===== src/rtl/lsu_pkg.sv =====
// Shared definitions for the load/store unit:
// RV32I size/sign encodings and FSM state encoding.
package lsu_pkg;

    localparam logic [2:0] F3_B  = 3'b000;
    localparam logic [2:0] F3_H  = 3'b001;
    localparam logic [2:0] F3_W  = 3'b010;
    localparam logic [2:0] F3_BU = 3'b100;
    localparam logic [2:0] F3_HU = 3'b101;

    typedef enum logic [2:0] {
        S_IDLE = 3'd0,
        S_RD   = 3'd1,
        S_MRG  = 3'd2,
        S_WR   = 3'd3,
        S_DONE = 3'd4
    } state_e;

endpackage


===== src/rtl/lsu_align.sv =====
// Lane extraction, sub-word store merge and
// access legality checks for the load/store unit.
module lsu_align
    import lsu_pkg::*;
(
    input  logic [31:0] word_i,
    input  logic [1:0]  off_i,
    input  logic [2:0]  funct3_i,
    input  logic        store_i,
    input  logic [31:0] wdata_i,
    output logic [31:0] load_o,
    output logic [31:0] merge_o,
    output logic        misal_o,
    output logic        illegal_o
);

    logic [31:0] sh_b;
    logic [31:0] sh_h;
    logic [31:0] mask_b;
    logic [31:0] mask_h;
    logic [31:0] ins_b;
    logic [31:0] ins_h;

    // Extract/extend the addressed lane and build the merged store word
    always_comb begin
        sh_b   = word_i >> {off_i, 3'b000};
        sh_h   = word_i >> {off_i[1], 4'b0000};
        mask_b = 32'h0000_00FF << {off_i, 3'b000};
        mask_h = 32'h0000_FFFF << {off_i[1], 4'b0000};
        ins_b  = {24'd0, wdata_i[7:0]} << {off_i, 3'b000};
        ins_h  = {16'd0, wdata_i[15:0]} << {off_i[1], 4'b0000};
        load_o  = word_i;
        merge_o = wdata_i;
        case (funct3_i)
            F3_B: begin
                load_o  = {{24{sh_b[7]}}, sh_b[7:0]};
                merge_o = (word_i & ~mask_b) | ins_b;
            end
            F3_BU: load_o = {24'd0, sh_b[7:0]};
            F3_H: begin
                load_o  = {{16{sh_h[15]}}, sh_h[15:0]};
                merge_o = (word_i & ~mask_h) | ins_h;
            end
            F3_HU: load_o = {16'd0, sh_h[15:0]};
            default: begin
                load_o  = word_i;
                merge_o = wdata_i;
            end
        endcase
    end

    // Flag misaligned halfword/word accesses and unsupported encodings
    always_comb begin
        misal_o = ((funct3_i[1:0] == 2'b01) && off_i[0])
               || ((funct3_i[1:0] == 2'b10) && (off_i != 2'b00));
        if (store_i) begin
            illegal_o = !((funct3_i == F3_B) || (funct3_i == F3_H)
                       || (funct3_i == F3_W));
        end else begin
            illegal_o = !((funct3_i == F3_B) || (funct3_i == F3_H)
                       || (funct3_i == F3_W) || (funct3_i == F3_BU)
                       || (funct3_i == F3_HU));
        end
    end

endmodule


===== src/rtl/lsu.sv =====
// Load/store unit driving a word-wide single-port data memory;
// sub-word stores are performed as read-modify-write.
module lsu
    import lsu_pkg::*;
#(
    parameter  int N  = 1024,
    localparam int AW = $clog2(N)
) (
    input  logic          clk,
    input  logic          rst,
    input  logic          req_valid,
    output logic          req_ready,
    input  logic          req_store,
    input  logic [2:0]    req_funct3,
    input  logic [31:0]   req_addr,
    input  logic [31:0]   req_wdata,
    output logic          resp_valid,
    output logic [31:0]   resp_rdata,
    output logic          resp_err,
    output logic [AW-1:0] mem_a,
    output logic [31:0]   mem_wd,
    output logic          mem_we,
    input  logic [31:0]   mem_rd
);

    state_e        state_q, state_d;
    logic          store_q;
    logic [2:0]    f3_q;
    logic [1:0]    off_q;
    logic [31:0]   wdata_q;
    logic [AW-1:0] addr_q;
    logic [31:0]   rdata_q;
    logic          err_q;

    logic          idle;
    logic          accept;
    logic          store_s;
    logic [2:0]    f3_s;
    logic [1:0]    off_s;
    logic [31:0]   load_v;
    logic [31:0]   merge_v;
    logic          misal;
    logic          illegal;
    logic          bad;
    logic          unused_addr;

    assign idle   = (state_q == S_IDLE);
    assign accept = idle && req_valid;

    // Legality is judged on the live request in IDLE, else on latched fields
    assign store_s = idle ? req_store       : store_q;
    assign f3_s    = idle ? req_funct3      : f3_q;
    assign off_s   = idle ? req_addr[1:0]   : off_q;
    assign bad     = misal || illegal;

    assign unused_addr = ^req_addr[31:AW+2];

    lsu_align u_align (
        .word_i    (mem_rd),
        .off_i     (off_s),
        .funct3_i  (f3_s),
        .store_i   (store_s),
        .wdata_i   (wdata_q),
        .load_o    (load_v),
        .merge_o   (merge_v),
        .misal_o   (misal),
        .illegal_o (illegal)
    );

    // State register
    always_ff @(posedge clk) begin
        if (rst) state_q <= S_IDLE;
        else     state_q <= state_d;
    end

    // Next-state logic
    always_comb begin
        state_d = state_q;
        case (state_q)
            S_IDLE: begin
                if (accept) begin
                    if (bad)
                        state_d = S_DONE;
                    else if (req_store && (req_funct3 == F3_W))
                        state_d = S_WR;
                    else
                        state_d = S_RD;
                end
            end
            S_RD:    state_d = S_MRG;
            S_MRG:   state_d = S_DONE;
            S_WR:    state_d = S_DONE;
            S_DONE:  state_d = S_IDLE;
            default: state_d = S_IDLE;
        endcase
    end

    // Outputs; any write is squashed while reset is asserted
    always_comb begin
        req_ready  = idle;
        resp_valid = (state_q == S_DONE);
        resp_rdata = rdata_q;
        resp_err   = err_q;
        mem_a      = addr_q;
        mem_we     = 1'b0;
        mem_wd     = 32'd0;
        if (state_q == S_WR) begin
            mem_we = !rst;
            mem_wd = wdata_q;
        end else if ((state_q == S_MRG) && store_q) begin
            mem_we = !rst;
            mem_wd = merge_v;
        end
    end

    // Request latch and response registers
    always_ff @(posedge clk) begin
        if (rst) begin
            store_q <= 1'b0;
            f3_q    <= 3'd0;
            off_q   <= 2'd0;
            wdata_q <= 32'd0;
            addr_q  <= '0;
            rdata_q <= 32'd0;
            err_q   <= 1'b0;
        end else begin
            if (accept) begin
                store_q <= req_store;
                f3_q    <= req_funct3;
                off_q   <= req_addr[1:0];
                wdata_q <= req_wdata;
                addr_q  <= req_addr[AW+1:2];
                if (bad) begin
                    rdata_q <= 32'd0;
                    err_q   <= 1'b1;
                end
            end
            if (state_q == S_MRG) begin
                rdata_q <= store_q ? 32'd0 : load_v;
                err_q   <= 1'b0;
            end
            if (state_q == S_WR) begin
                rdata_q <= 32'd0;
                err_q   <= 1'b0;
            end
        end
    end

endmodule


===== config.mk =====
export PLATFORM = sky130hd
export DESIGN_NAME = lsu
export DESIGN_NICKNAME = d
export VERILOG_FILES = /design/src/rtl/lsu_pkg.sv /design/src/rtl/lsu_align.sv /design/src/rtl/lsu.sv
export SDC_FILE = /design/constraint.sdc
export NUM_CORES = 1
export LEC_CHECK = 0
export BUFFER_PORTS_ARGS = -buffer_cell sky130_fd_sc_hd__buf_2
export CAP_MARGIN = 40
export CORE_MARGIN = 5
export CORE_UTILIZATION = 46
export CTS_CLUSTER_SIZE = 10
export DETAILED_ROUTE_END_ITERATION = 10
export GPL_TIMING_DRIVEN = 1
export PLACE_DENSITY_LB_ADDON = 0.08
export SYNTH_ARGS = -nofsm -noshare
export SYNTH_HDL_FRONTEND = slang
export SYNTH_HIERARCHICAL = 1
export SYNTH_SLANG_ARGS = --single-unit

===== constraint.sdc =====
create_clock -name clk -period 2.9 [get_ports clk]
set_clock_uncertainty 0.1 [all_clocks]
set_input_delay 0.145 -clock clk [delete_from_list [all_inputs] [get_ports clk]]
set_output_delay 0.145 -clock clk [all_outputs]
set_load 0.05 [all_outputs]

[After elaboration in Yosys (flattened, before gate mapping)]
Cells that the tools add are included.
Storage, ports and cells
  register bits: 84
  bits of input ports: 103
  output and inout bits: 78
  word-level logic and storage cells: 74
Cells by class
  equality and inequality tests: 12
  shift-type cells: 6
  muxes and demuxes: 18
  bitwise gates (word level): 6
  reductions and logical operators: 24
Operator list (number)
  32-bit 2-to-1 mux: 6
  32-bit case mux with 4 select lines: 1
  32-bit AND: 2
  32-bit NOT: 2
  32-bit OR: 2
  32-bit case mux with 2 select lines: 1
  16-bit by 5-bit << shifter with 32-bit output: 1
  16-bit by 5-bit << shifter with 32-bit output, first input constant: 1
  8-bit by 5-bit << shifter with 32-bit output: 1
  8-bit by 5-bit << shifter with 32-bit output, first input constant: 1
  32-bit by 5-bit right shift with 16-bit output: 1
  32-bit by 5-bit right shift with 8-bit output: 1
  3-bit by 2-bit equality test with 1-bit output, second input constant: 4
  3-bit equality test, second input constant: 3
  3-bit 2-to-1 mux: 3
  3-bit case mux with 3 select lines: 1
  3-bit by 1-bit equality test with 1-bit output, second input constant: 2
  3-bit zero test: 2
  1-bit logical OR: 6
  2-bit nonzero test: 3
  1-bit logical AND: 5
  1-bit 2-to-1 mux: 4
  2-bit 2-to-1 mux: 2
  2-bit AND reduction: 2
  other kinds (6): 9

[Depth between registers and ports, before layout]
  depth in word-level cells: 13
  mapped depth: 12
  gate-level depth less buffers: 8

[Cells and area by module]
The synthesis kept the hierarchy.
By module, submodules not included
  lsu: instances 1, cells an instance 356, area each 3271.9 µm², seq. area each 1681.6 µm²
  lsu_align: instances 1, cells an instance 261, area each 1750.4 µm², seq. area each 0.0 µm²

[Least setup slack after synthesis]
Ideal clock, no wire load.
  path kind: reg2reg
  start: register state_q[0]
  end: register rdata_q[10] (netlist: resp_rdata[10])
  setup time: 60 ps
  data arrival time: 3597 ps
  required time: 2740 ps
  slack: -857 ps
  cell stages (with the launch flop): 13
  buffers on the path: 5
  period minus slack after synthesis: 3757 ps
  cell sequence: dfxtp_1 > buf_2 > nor3_2 > mux2_2 > buf_6 > buf_2 > buf_1 > o211ai_1 > o21ai_0 > or3_4 > a311oi_4 > buf_6 > a22o_1
Between the ends
  elaborated cells on any way between the ends: 35
  those cells by class: eq/ne (8); shift (2); mux (7); reduce/logical (18)
RTL lines
  from (decl): RTL line lsu.sv:26  | state_e state_q, state_d;
  from (signal assigned): RTL line lsu.sv:73  | else state_q <= state_d;
  3-bit zero test: RTL line lsu.sv:47  | assign idle = (state_q == S_IDLE);
  via req_ready: RTL line lsu.sv:12  | output logic req_ready,
  2-bit 2-to-1 mux: RTL line lsu.sv:53  | assign off_s = idle ? req_addr[1:0] : off_q;
  via off_s[1]: RTL line lsu.sv:39  | logic [1:0] off_s;
  2-bit nonzero test: RTL line lsu_align.sv:55  | || ((funct3_i[1:0] == 2'b10) && (off_i != 2'b00));
  1-bit logical AND: RTL line lsu_align.sv:55
  1-bit logical OR: RTL line lsu_align.sv:55
  via misal: RTL line lsu.sv:42  | logic misal;
  1-bit logical OR: RTL line lsu.sv:54  | assign bad = misal || illegal;
  2-bit nonzero test (no source line)
  2-bit AND reduction (no source line)
  to (signal assigned): RTL line lsu.sv:139  | rdata_q <= store_q ? 32'd0 : load_v;
  to (decl): RTL line lsu.sv:32  | logic [31:0] rdata_q;
The timed path passes the listed nets, and every way through them passes these cells.
A chain may end at the register's enable or synchronous reset.

[Final worst setup path]
  start: register state_q[2]
  end: output mem_wd[13]
Between the ends
  elaborated cells on any way between the ends: 21
  those cells by class: eq/ne (3); shift (4); mux (5); bitwise (6); reduce/logical (3)
RTL lines
  3-bit zero test *: RTL line lsu.sv:47
  3-bit 2-to-1 mux *: RTL line lsu.sv:52  | assign f3_s = idle ? req_funct3 : f3_q;
  via f3_s[1]: RTL line lsu.sv:38  | logic [2:0] f3_s;
  3-bit by 1-bit equality test with 1-bit output or 3-bit zero test (tied branches): RTL line lsu_align.sv:34  | case (funct3_i)
  32-bit case mux with 2 select lines *: RTL line lsu_align.sv:34
  via merge_v[13]: RTL line lsu.sv:41  | logic [31:0] merge_v;
  32-bit 2-to-1 mux *: RTL line lsu.sv:110  | end else if ((state_q == S_MRG) && store_q) begin
  32-bit 2-to-1 mux *: RTL line lsu.sv:107  | if (state_q == S_WR) begin
  to (decl): RTL line lsu.sv:21  | output logic [31:0] mem_wd,
Mark *: on every way through the listed nets, which the timed path passes. The rest lies on a longest branch.

==> impl_metrics.ini <==
[timing]
slew_headroom_pct = 57.02
tns_ns = 0
worst_slack_ns = 0.01262
timing.hold.ws_ns = 0.04078
min_period_ns = 2.887
tightestPinTransition_ns = 0.6447
fmax_ghz = 0.3463
final.period_utilization_pct = 99.56
finalHoldViolations = 0
grt_setup_unrepaired = true
setup_viol = 0
drv_slew = 0

[cells_and_area]
multi_input_area_sq_um = 3253
seqCellArea_sq_um = 1684
n_fill_cell = 906
n_antenna_cell = 0
drive_above_1_share_pct = 37.42
area_growth_pct = 42.90
fin_nets = 921
final_cells = 963

[power_and_ir_drop]
p_per_area_nw_per_um2 = 625.1
vdd_ir_drop_max_mv = 0.4632
power_uw = 4486
power_leakage_uw = 0.003296

[floorplan]
rows = 38
core_area_sq_um = 10790
die_area_sq_um = 13110
die_h_microns = 114.5
start_util_pct = 46.53
ios = 181
die_w_microns = 114.5

[global_routing]
grt_max_degree = 34
grt_pass1_vias = 5320
track_usage_pct = 27.39
grt_overflow = 0
grt_pass1_wl_mm = 28.16
antenna_found_initial = 0

[run_status]
run_status = completed

[route]
wl_per_cell_microns = 19.02
ant_nets = 0
avgViaCountPerCell = 5.742
drtIter0Drc = 457
drt_pass1_iterations = 5
totalWireLength_mm = 18.32
via_count = 5530
post-route-drc-count = 0

[synth]
ys_ff_latch = 84
yosys_warnings = 6
syn_nets = 720
synth-edff-count = 0
netlist_instances = 617
yosysTopAreaCell = dfxtp_1
yosys.cell_types.count = 46
seq_area_frac_synth_pct = 33.48
yosys_most_used_dff = dfxtp_1
synth_top_area_share_pct = 33.48
ys_top_cells_by_area = dfxtp_1, a22o_1, nand2_1
synth_area_sq_um = 5022
ys_top_cells_by_count = nand2_1, dfxtp_1, a22o_1
async_flop_share_pct = 0
synth_most_common_cell = nand2_1
synthesis.area_per_instance_sq_um = 8.140

[placed_design]
hpwl_mm = 12.33
finalWeightedCongestion = 0.9214
io_buffers = 160
dp_slack_ns = 0.1057
dp_cells = 878

[critical_path]
cp-start-kind = register
criticalPathCategory = register to output pin
crit_path_start = state_q[2]
path_max_fanout = 17
worstPathArrival_ns = 2.64
rr_startpoint = state_q[2]
crit_required_ns = 2.65
worst_setup_path_end_kind = output pin

[clock_network]
clock-sinks = 84
clk_latency_ns = 0.37
cts_max_level = 3
clockBufferDepth = 2
tritoncts = yes
clk_pin_slew_ns = 0.09
cts-root-buf = clkbuf_8
numCtsBuffers = 9

[hold_path]
hp-class = primary input to register
hp-start = mem_rd[1]

[run]
maxCapViolations = 0
==> kinds of logic (layout without fill, tap and decap cells) <==
kind of cell,Yosys count,after routing,synth area share (%)
flops,84,84,33.48
buf+inv,64,269,6.328
simple gates,222,222,20.45
mux,41,42,9.068
compound gates,206,206,30.67
==> critical path, cell delays in order, from the launching register on <==
cell,delay (ns)
dfxtp_2,0.34
nor3_4,0.26
buf_4,0.17
mux2_4,0.35
buf_6,0.19
nor4b_1,0.33
o21ai_0,0.12
o221a_2,0.15
a22o_4,0.23
buf_6,0.15
==> worst paths after layout <==
path                            cells past startpoint  slack [ns]             to
worst max-delay path                                9        0.01     mem_wd[13]
worst min-delay path                                3        0.04  resp_rdata[1]
worst max register to register                     11        0.06  resp_rdata[7]
worst min register to register                      2        0.36       mem_a[9]
==> final cells by class <==
class | count | area share (%)
repair buffers | 251 | 26.13
clock inverters | 6 | 0.5579
clock buffers | 10 | 1.918
well taps | 140 | 2.441
inverters | 2 | 0.1569
flip-flops and latches | 84 | 23.47
multi-input cells | 470 | 45.33
==> what timing repair did <==
action	CTS	global route
hold buffers	49	0
pin swaps	3	4
endpoints found under the hold margin	49	0
endpoints found under the setup margin	32	64
resized for setup	58	29
buffers inserted	9	8
gates cloned	1	2
==> routing by layer <==
layer	up-vias	global-route usage, %	wire length [microns]
met5	-	0	0
met3	34	4.968	1254
met2	223	45.75	8813
li1	2662	-	-
met1	2611	34.42	7675
met4	0	11.88	571
==> registers in the layout, indices dropped and copies added, names as in the netlist <==
register,cells
wdata_q,32
mem_a,10
store_q,1
state_q,3
f3_q,3
resp_rdata,32
off_q,2
resp_err,1
==> per-stage QoR <==
stage / util [%] / area [sq um]
3_3_place_gp: 55.75 / 6017
2_1_floorplan: - / 5187
4_1_cts: 64.62 / 6974
6_report: 66.50 / 7177
3_5_place_dp: 55.75 / 6017
5_1_grt: 66.50 / 7177
==> report_power, final <==
group          switching [uW]  internal (uW)
Clock                     440            333
Sequential                116           1270
Combinational            1300           1030
==> placed cells by master, fill, tap and decap left out, types with 14 or more instances in the layout <==
cell / netlist / final
a21oi_1: 62 / 62
a22o_1: 76 / 52
a22o_2: 0 / 16
buf_2: 23 / 129
buf_4: 1 / 37
buf_6: 6 / 25
dfxtp_1: 84 / 82
dlygate4sd3_1: 0 / 49
mux2_2: 26 / 18
mux2i_1: 14 / 14
nand2_1: 131 / 129
nor2_1: 31 / 30
o21ai_0: 18 / 16
No activity file was read; power rests on OpenSTA's default activity.
